$ cat src/rtl/hazard_pkg.sv
// Shared encodings for the issue-stage hazard scoreboard: instruction classes,
// the hardwired zero register and the class-to-latency mapping.
package hazard_pkg;

    localparam logic [1:0] CLS_ALU     = 2'd0;
    localparam logic [1:0] CLS_LOAD    = 2'd1;
    localparam logic [1:0] CLS_MD      = 2'd2;
    localparam logic [1:0] CLS_NOWRITE = 2'd3;

    localparam int REG_ZERO = 0;

    // Cycles from issue until the result reaches the register file.
    function automatic int lat(input logic [1:0] cls, input int load_lat, input int md_lat);
        case (cls)
            CLS_ALU:  return 1;
            CLS_LOAD: return load_lat;
            CLS_MD:   return md_lat;
            default:  return 0;
        endcase
    endfunction

endpackage

$ cat src/rtl/hazard_reg_counter.sv
// Loadable down counter that stops at zero; one per tracked register plus one
// for the multdiv unit. Load wins over the decrement in the same cycle.
module hazard_reg_counter #(
    parameter int CNT_W = 5
) (
    input  logic             clock,
    input  logic             reset,
    input  logic             load,
    input  logic [CNT_W-1:0] load_val,
    output logic [CNT_W-1:0] value,
    output logic             is_zero,
    output logic             is_one
);

    logic [CNT_W-1:0] r_value;

    always_ff @(posedge clock) begin
        if (reset) begin
            r_value <= '0;
        end else if (load) begin
            r_value <= load_val;
        end else if (r_value != '0) begin
            r_value <= r_value - CNT_W'(1);
        end
    end

    assign value   = r_value;
    assign is_zero = (r_value == '0);
    assign is_one  = (r_value == CNT_W'(1));

endmodule

$ cat src/rtl/hazard_scoreboard.sv
// Decode->execute hazard scoreboard: per-register write countdowns give RAW/WAW/multdiv
// stalls with zero-cycle combinational latency. HAZARD_FWD_EN enables the cnt==1 bypass.
module hazard_scoreboard
    import hazard_pkg::*;
#(
    parameter int REG_AW   = 5,
    parameter int NUM_READ = 2,
    parameter int LOAD_LAT = 2,
    parameter int MD_LAT   = 17,
    parameter int CNT_W    = $clog2(MD_LAT + 1)
) (
    input  logic                       clock,
    input  logic                       reset,
    input  logic                       iss_valid,
    input  logic                       iss_we,
    input  logic [REG_AW-1:0]          iss_rd,
    input  logic [1:0]                 iss_class,
    input  logic [NUM_READ*REG_AW-1:0] iss_rs,
    input  logic [NUM_READ-1:0]        iss_re,
    input  logic                       flush,
    output logic                       stall,
    output logic                       iss_accept,
    output logic [NUM_READ-1:0]        src_fwd,
    output logic                       md_busy,
    output logic [2**REG_AW-1:0]       pending
);

    localparam int NUM_REGS = 2**REG_AW;

`ifdef HAZARD_FWD_EN
    localparam bit FWD_ON = 1'b1;
`else
    localparam bit FWD_ON = 1'b0;
`endif

    logic [CNT_W-1:0]    w_cnt [NUM_REGS];
    logic [NUM_REGS-1:0] w_is_zero;
    logic [NUM_REGS-1:0] w_is_one;
    logic [CNT_W-1:0]    w_lat;
    logic                w_reg_load;
    logic                w_md_load;
    logic                w_md_zero;
    logic                w_md_one;
    logic [CNT_W-1:0]    w_unused_md_cnt;
    logic [REG_AW-1:0]   w_rs [NUM_READ];
    logic [NUM_READ-1:0] w_raw;
    logic                w_waw;
    logic                w_struct;

    assign w_lat = CNT_W'(lat(iss_class, LOAD_LAT, MD_LAT));

    // Register zero is hardwired, so its slot is a constant "already written".
    assign w_cnt[0]     = '0;
    assign w_is_zero[0] = 1'b1;
    assign w_is_one[0]  = 1'b0;

    for (genvar r = 1; r < NUM_REGS; r++) begin : g_reg
        hazard_reg_counter #(.CNT_W(CNT_W)) u_cnt (
            .clock    (clock),
            .reset    (reset),
            .load     (w_reg_load && (iss_rd == REG_AW'(r))),
            .load_val (w_lat),
            .value    (w_cnt[r]),
            .is_zero  (w_is_zero[r]),
            .is_one   (w_is_one[r])
        );
    end

    hazard_reg_counter #(.CNT_W(CNT_W)) u_md_cnt (
        .clock    (clock),
        .reset    (reset),
        .load     (w_md_load),
        .load_val (CNT_W'(MD_LAT)),
        .value    (w_unused_md_cnt),
        .is_zero  (w_md_zero),
        .is_one   (w_md_one)
    );

    // Busy only while the result is not yet on the bypass, so a follow-on
    // multdiv can issue in the cycle its predecessor forwards.
    assign md_busy = ~w_md_zero & ~w_md_one;

    for (genvar i = 0; i < NUM_READ; i++) begin : g_src
        assign w_rs[i]    = iss_rs[i*REG_AW +: REG_AW];
        assign w_raw[i]   = iss_re[i] && (w_rs[i] != REG_AW'(REG_ZERO)) &&
                            !w_is_zero[w_rs[i]] && !(FWD_ON && w_is_one[w_rs[i]]);
        assign src_fwd[i] = FWD_ON && iss_valid && iss_re[i] &&
                            (w_rs[i] != REG_AW'(REG_ZERO)) && w_is_one[w_rs[i]];
    end

    // In-order completion: a younger write may not land before an older one.
    assign w_waw = iss_we && (iss_rd != REG_AW'(REG_ZERO)) && (iss_class != CLS_NOWRITE) &&
                   (w_cnt[iss_rd] > w_lat);

    assign w_struct   = (iss_class == CLS_MD) && md_busy;
    assign stall      = iss_valid && !flush && ((|w_raw) || w_waw || w_struct);
    assign iss_accept = iss_valid && !stall && !flush;

    assign w_reg_load = iss_accept && iss_we && (iss_class != CLS_NOWRITE) &&
                        (iss_rd != REG_AW'(REG_ZERO));
    assign w_md_load  = iss_accept && (iss_class == CLS_MD);

    assign pending = ~w_is_zero;

endmodule

$ cat config.mk
export PLATFORM = sky130hd
export DESIGN_NAME = hazard_scoreboard
export DESIGN_NICKNAME = d
export VERILOG_FILES = /design/src/rtl/hazard_pkg.sv /design/src/rtl/hazard_reg_counter.sv /design/src/rtl/hazard_scoreboard.sv
export SDC_FILE = /design/constraint.sdc
export NUM_CORES = 1
export LEC_CHECK = 0
export CAP_MARGIN = 20
export CORE_MARGIN = 2
export CORE_UTILIZATION = 58
export DETAILED_ROUTE_END_ITERATION = 16
export DONT_BUFFER_PORTS = 1
export PLACE_DENSITY = 0.85
export SYNTH_ARGS = -nofsm -noshare
export SYNTH_HDL_FRONTEND = slang
export SYNTH_SLANG_ARGS = --single-unit
$ cat constraint.sdc
create_clock -name clock -period 16.1 [get_ports clock]
set_input_delay 3.22 -clock clock [delete_from_list [all_inputs] [get_ports clock]]
set_output_delay 3.22 -clock clock [all_outputs]
set_load 0.005 [all_outputs]
# ---- Word-level counts from Yosys, hierarchy flattened
# Index checks and enable logic that the tools add are counted.
# Widths: inputs -> output; s select.
dict set report totals {
  register_bits 160
  wordCells 336
}
dict set report op_classes {
  n_addsub 32
  n_eq_ne 35
  n_mux 72
  bitwise 5
  order_cmp 4
  reduce_logical 155
}
# op n
set ops {}
lappend ops {{$mux 5} 66}
lappend ops {{$reduce_bool 5->1} 35}
lappend ops {{$logic_not 5->1} 32}
lappend ops {{$sub 5x1->5 const B} 32}
lappend ops {{$eq 5x5->1 const B} 16}
lappend ops {{$reduce_bool 2->1} 32}
lappend ops {{$logic_and 1x1->1} 47}
lappend ops {{$eq 5x4->1 const B} 8}
lappend ops {{$not 32->32} 1}
lappend ops {{$bmux 5 s5} 1}
lappend ops {{$eq 5x3->1 const B} 4}
lappend ops {{$pmux 5 s3} 1}
lappend ops {{$lt 5x6->1 const B} 2}
lappend ops {{$bmux 1 s5} 2}
lappend ops {{$eq 5x1->1 const B} 2}
lappend ops {{$eq 5x2->1 const B} 2}
lappend ops {{$ge 6x6->1 const B} 1}
lappend ops {{$not 5->6} 1}
lappend ops {{$gt 5x5->1} 1}
lappend ops {{$logic_not 1->1} 4}
lappend ops {{$reduce_or 2->1} 2}
lappend ops {{$eq 2x1->1 const B} 1}
lappend ops {{$eq 2x2->1 const B} 1}
lappend ops {{$logic_not 2->1} 1}
lappend ops {{5 further kinds} 8}

# ---- Longest topological paths before layout
dict set report depth {
  depth_word 17
  depth_mapped 21
}

# ---- Modules after synthesis
# From an unflattened synthesis, not the netlist that was laid out.
dict set report unflattened {
  hier_cells 1391
  area_unflattened_um2 12583.3
}
# module area_each_um2 seq_area_each_um2 cells_each n_inst
set modules_own_cells {}
lappend modules_own_cells {hazard_reg_counter 321.6 100.1 35 32}
lappend modules_own_cells {hazard_scoreboard 2293.4 0.0 271 1}

# ---- Worst setup path before layout
# Ideal clock, no wire load.
dict set report synth_timing {
  path_type {input port to output port}
  from {input port iss_rd[0]}
  to {output port iss_accept}
  cell_stages 19
  t_arrival_ps 7094
  setup_slack_ps 5786
  path_cell_list {buf_2 > buf_1 > buf_1 > mux4_2 > nand2_1 > o21ai_0 > nand2_1 > o21ai_0 > a311oi_1 > nor2_1 > ha_1 > nor2b_1 > o31ai_1 > nand4b_1 > a211oi_1 > a211o_1 > nand3_2 > buf_2 > nor3_1}
}
dict set report synth_via {
  elab_chain_len 12
}
# item line_no
set synth_lines {}
lappend synth_lines {{from (decl)} hazard_scoreboard.sv:16} ;# input logic [REG_AW-1:0] iss_rd,
lappend synth_lines {{$not 5->6 (not written as such)} hazard_scoreboard.sv:93} ;# (w_cnt[iss_rd] > w_lat);
lappend synth_lines {{$bmux 5 s5} hazard_scoreboard.sv:93}
lappend synth_lines {{$mux 5 (not written as such) (2 in series)} hazard_scoreboard.sv:93}
lappend synth_lines {{$gt 5x5->1} hazard_scoreboard.sv:93}
lappend synth_lines {{$logic_and 1x1->1 (*)} hazard_scoreboard.sv:92} ;# assign w_waw = iss_we && (iss_rd != REG_AW'(REG_ZERO)) && (iss_class != CLS_NOWRITE) &&
lappend synth_lines {{$logic_or 1x1->1 (*) (2 in series)} hazard_scoreboard.sv:96} ;# assign stall = iss_valid && !flush && ((|w_raw) || w_waw || w_struct);
lappend synth_lines {{$logic_and 1x1->1 (*)} hazard_scoreboard.sv:96}
lappend synth_lines {{$logic_not 1->1 (*)} hazard_scoreboard.sv:97} ;# assign iss_accept = iss_valid && !stall && !flush;
lappend synth_lines {{$logic_and 1x1->1 (*) (2 in series)} hazard_scoreboard.sv:97}
lappend synth_lines {{to (decl)} hazard_scoreboard.sv:22} ;# output logic iss_accept,
# Every way passes the cells marked *; elsewhere a longest branch is shown, timed or not. The select of a mux whose other input is x is not followed.

# ---- Final worst setup path
# Ends and elaborated chain as after synthesis.

==> results_dict.tcl <==
set metrics [dict create \
    root_buffer "clkbuf_16" \
    rows 51 \
    fin_util 0.627 \
    finalSetupViolCount 0 \
    vias 9936 \
    ys_ff_latch 160 \
    fin_crit_ns 10.03 \
    synth_fa_ha_area_frac 0.0736 \
    yosysUniqueCellTypes 67 \
    htreeDepth 4 \
    max-slew-margin-rel 0.273 \
    cts_buffers 17 \
    cts_tree "done" \
    syn_area_um2 11400 \
    powerDensity_nw_per_um2 223 \
    io_pins 61 \
    min_path_type "reg -> reg" \
    p_int_mw 1.51 \
    critical_path_class "in -> out" \
    swShare 0.440 \
    power_mw 2.70 \
    hold_buffers 0 \
    synthMuxAreaShare 0.179 \
    pwr-share-clk 0.158 \
    cts_setup_buffers 0 \
    combPwrFrac 0.547 \
    nets 1357 \
    worstSetupEndpointType "output port" \
    dr.pass1.iters 6 \
    peakVddDrop_v 0.000109 \
    tns_ns 0 \
    fin_crit_sh 0.623 \
    synthCells 1298 \
    yosys_warnings 0 \
    grt-ovfl-total 0 \
    drc_errors 0 \
    pwr-share-seq 0.295 \
    ys_seq_area_frac 0.281 \
    synth-edff-count 0 \
    synth_ff_type "dfxtp_1" \
    synth_area_per_cell_um2 8.77 \
    routed_wl_mm 31.6 \
    drive_above_1_share 0.176 \
    clkLatencyLatePin_ns 0.44 \
    die_x_um 144 \
    synth-xor-area-share 0.0454 \
    yosys.area_share.simple 0.284 \
    setup_slack_ns 6.07 \
    synth_top_family_by_area "simple AND/OR/NAND/NOR gates" \
    die_h_um 144 \
    cts.clk_slew.worst_paths_ns 0.06 \
    hold_viol_final 0 \
    place_congestion 1.04 \
    worstPathMaxFanout 45 \
    final_antenna_net_count 0 \
    synth_compound_area_frac 0.0788 \
    placed_area_um2 11500 \
    maxSlewViolCount 0 \
    grtUsageTotal 0.308 \
    die_area_um2 20800 \
    clk_path_buf_depth 2 \
    fin_skew_ns 0.00965 \
    power.switching_mw 1.19 \
    drtIter0Drc 1276 \
    max_freq_mhz 99.7 \
    grt_pass1_wl_mm 49.2 \
    worstMarginPinSlew_ns 1.09 \
    rsz0062_at_grt "false" \
    grt_pass1_vias 9145 \
    grt_max_degree 167 \
    async_flop_share 0 \
    area_delta_synth_final_pct 6.46 \
    status "finished, final reports clean" \
    finalInstanceArea_um2 12100 \
    cellLeakagePower_nw 4.76 \
    max_cap_violations 0 \
    antenna_found_initial 1 \
    cts_resized 0 \
    cts_sinks 160 \
    post_drt_via_cell_ratio 6.44 \
    dp_hpwl_mm 23.0 \
    fill_cells 1519 \
    start_util 0.589 \
    critPathRequiredTime_ns 12.88 \
    core_region_area_um2 19300 \
    arrival_ns 6.81 \
    cp-start-kind "primary input" \
    pre_cts_ws_ns 6.15 \
    wl_per_cell_um 20.5 \
    io_buffer_count 0 \
]
-- cell usage after synthesis, types with 29 or more instances --
cell type,number,area [um2]
mux4_2,33,743
nor3_1,123,616
mux2i_1,29,290
dfxtp_1,160,3200
xnor2_1,58,508
clkbuf_1,36,135
nand2_1,60,225
inv_1,102,383
nor2_1,188,706
a21oi_1,77,385
ha_1,67,838
mux2_2,86,968
nor4_1,35,219
-- kinds of logic (layout without fill, tap and decap cells) --
kind of cell             count (synthesis)  after routing
XOR/XNOR                                59             59
buffers and inverters                  162            140
AND/OR/NAND/NOR                        552            552
multiplexers                           151            151
adder cells (fa/ha/maj)                 67             67
other                                    1              4
AO/OA/AOI/OAI                          146            146
flip-flops                             160            160
-- metal layers --
metal	vias up	track usage	share of wire	routed length (um)
li1	4521	-	-	-
met1	4670	0.387	0.38	11900
met2	600	0.481	0.44	14100
met3	145	0.0921	0.12	3840
met4	0	0.157	0.057	1810
met5	-	0	0	0
-- cell usage in the layout, fill, tap and decap left out, types with 15 or more instances in the layout --
cell       count
clkbuf_16     17
nor4_1        35
mux2i_1       29
nor2_1       186
dfxtp_1      160
a21oi_1       77
mux4_2        33
nor3_1       123
ha_1          67
mux2_2        86
or3_1         23
nor4b_2       15
xnor2_1       58
nand2_1       60
nor2b_1       22
o21ai_0       21
inv_1        102
-- critical path, stage by stage --
cell and delay, ns:
mux4_2 0.49, nand2_1 0.08, o21ai_0 0.08, nand2_1 0.08, o21ai_0 0.07, a311oi_1 0.35, nor2_1 0.09, ha_1 0.31
nor2b_1 0.13, o31ai_1 0.29, nand4b_1 0.13, a211oi_1 0.19, a211o_1 0.23, nand3_2 0.56, nor3_1 0.46
-- final cells by class --
class | count | area [um2] | area share
Multi-Input combinational cell | 978 | 7550 | 0.623
Sequential cell | 160 | 3200 | 0.264
Clock buffer | 20 | 437 | 0.0360
Inverter | 103 | 387 | 0.0319
Tap cell | 265 | 332 | 0.0274
Clock inverter | 11 | 165 | 0.0136
Timing Repair Buffer | 6 | 45.0 | 0.00372
Antenna cell | 1 | 2.50 | 0.000206
-- sequential cells by signal, summed over array words and instances (netlist names) --
register	count
g.u_cnt.value	155
u_md_cnt.value	5
-- stage by stage --
stage | std cells | hold slack (ns)
6_report | 1544 | 0.506
3_3_place_gp | 1512 | 0.481
5_1_grt | 1543 | 0.535
4_1_cts | 1543 | 0.505
3_5_place_dp | 1512 | 0.495
2_1_floorplan | 1300 | 0.465
-- power groups by stage --
stage / clock network, mW / logic, mW / registers [mW]
floorplan: 0 / 1.18 / 0.716
global placement: 0 / 1.38 / 0.786
detailed placement: 0 / 1.43 / 0.789
CTS: 0.428 / 1.46 / 0.784
global route: 0.444 / 1.63 / 0.811
finish: 0.426 / 1.48 / 0.797
-- path summary, 6_finish.rpt --
path	start	to	slack, ns	cells past startpoint
max	iss_rd[0]	iss_accept	6.07	15
min	u_md_cnt.value[2]	u_md_cnt.value[2]	0.51	2
max reg2reg	g_reg[11].u_cnt.value[1]	g_reg[23].u_cnt.value[4]	11.47	16
min reg2reg	u_md_cnt.value[2]	u_md_cnt.value[2]	0.51	2
Note: power is estimated with default switching activity, not from simulation.
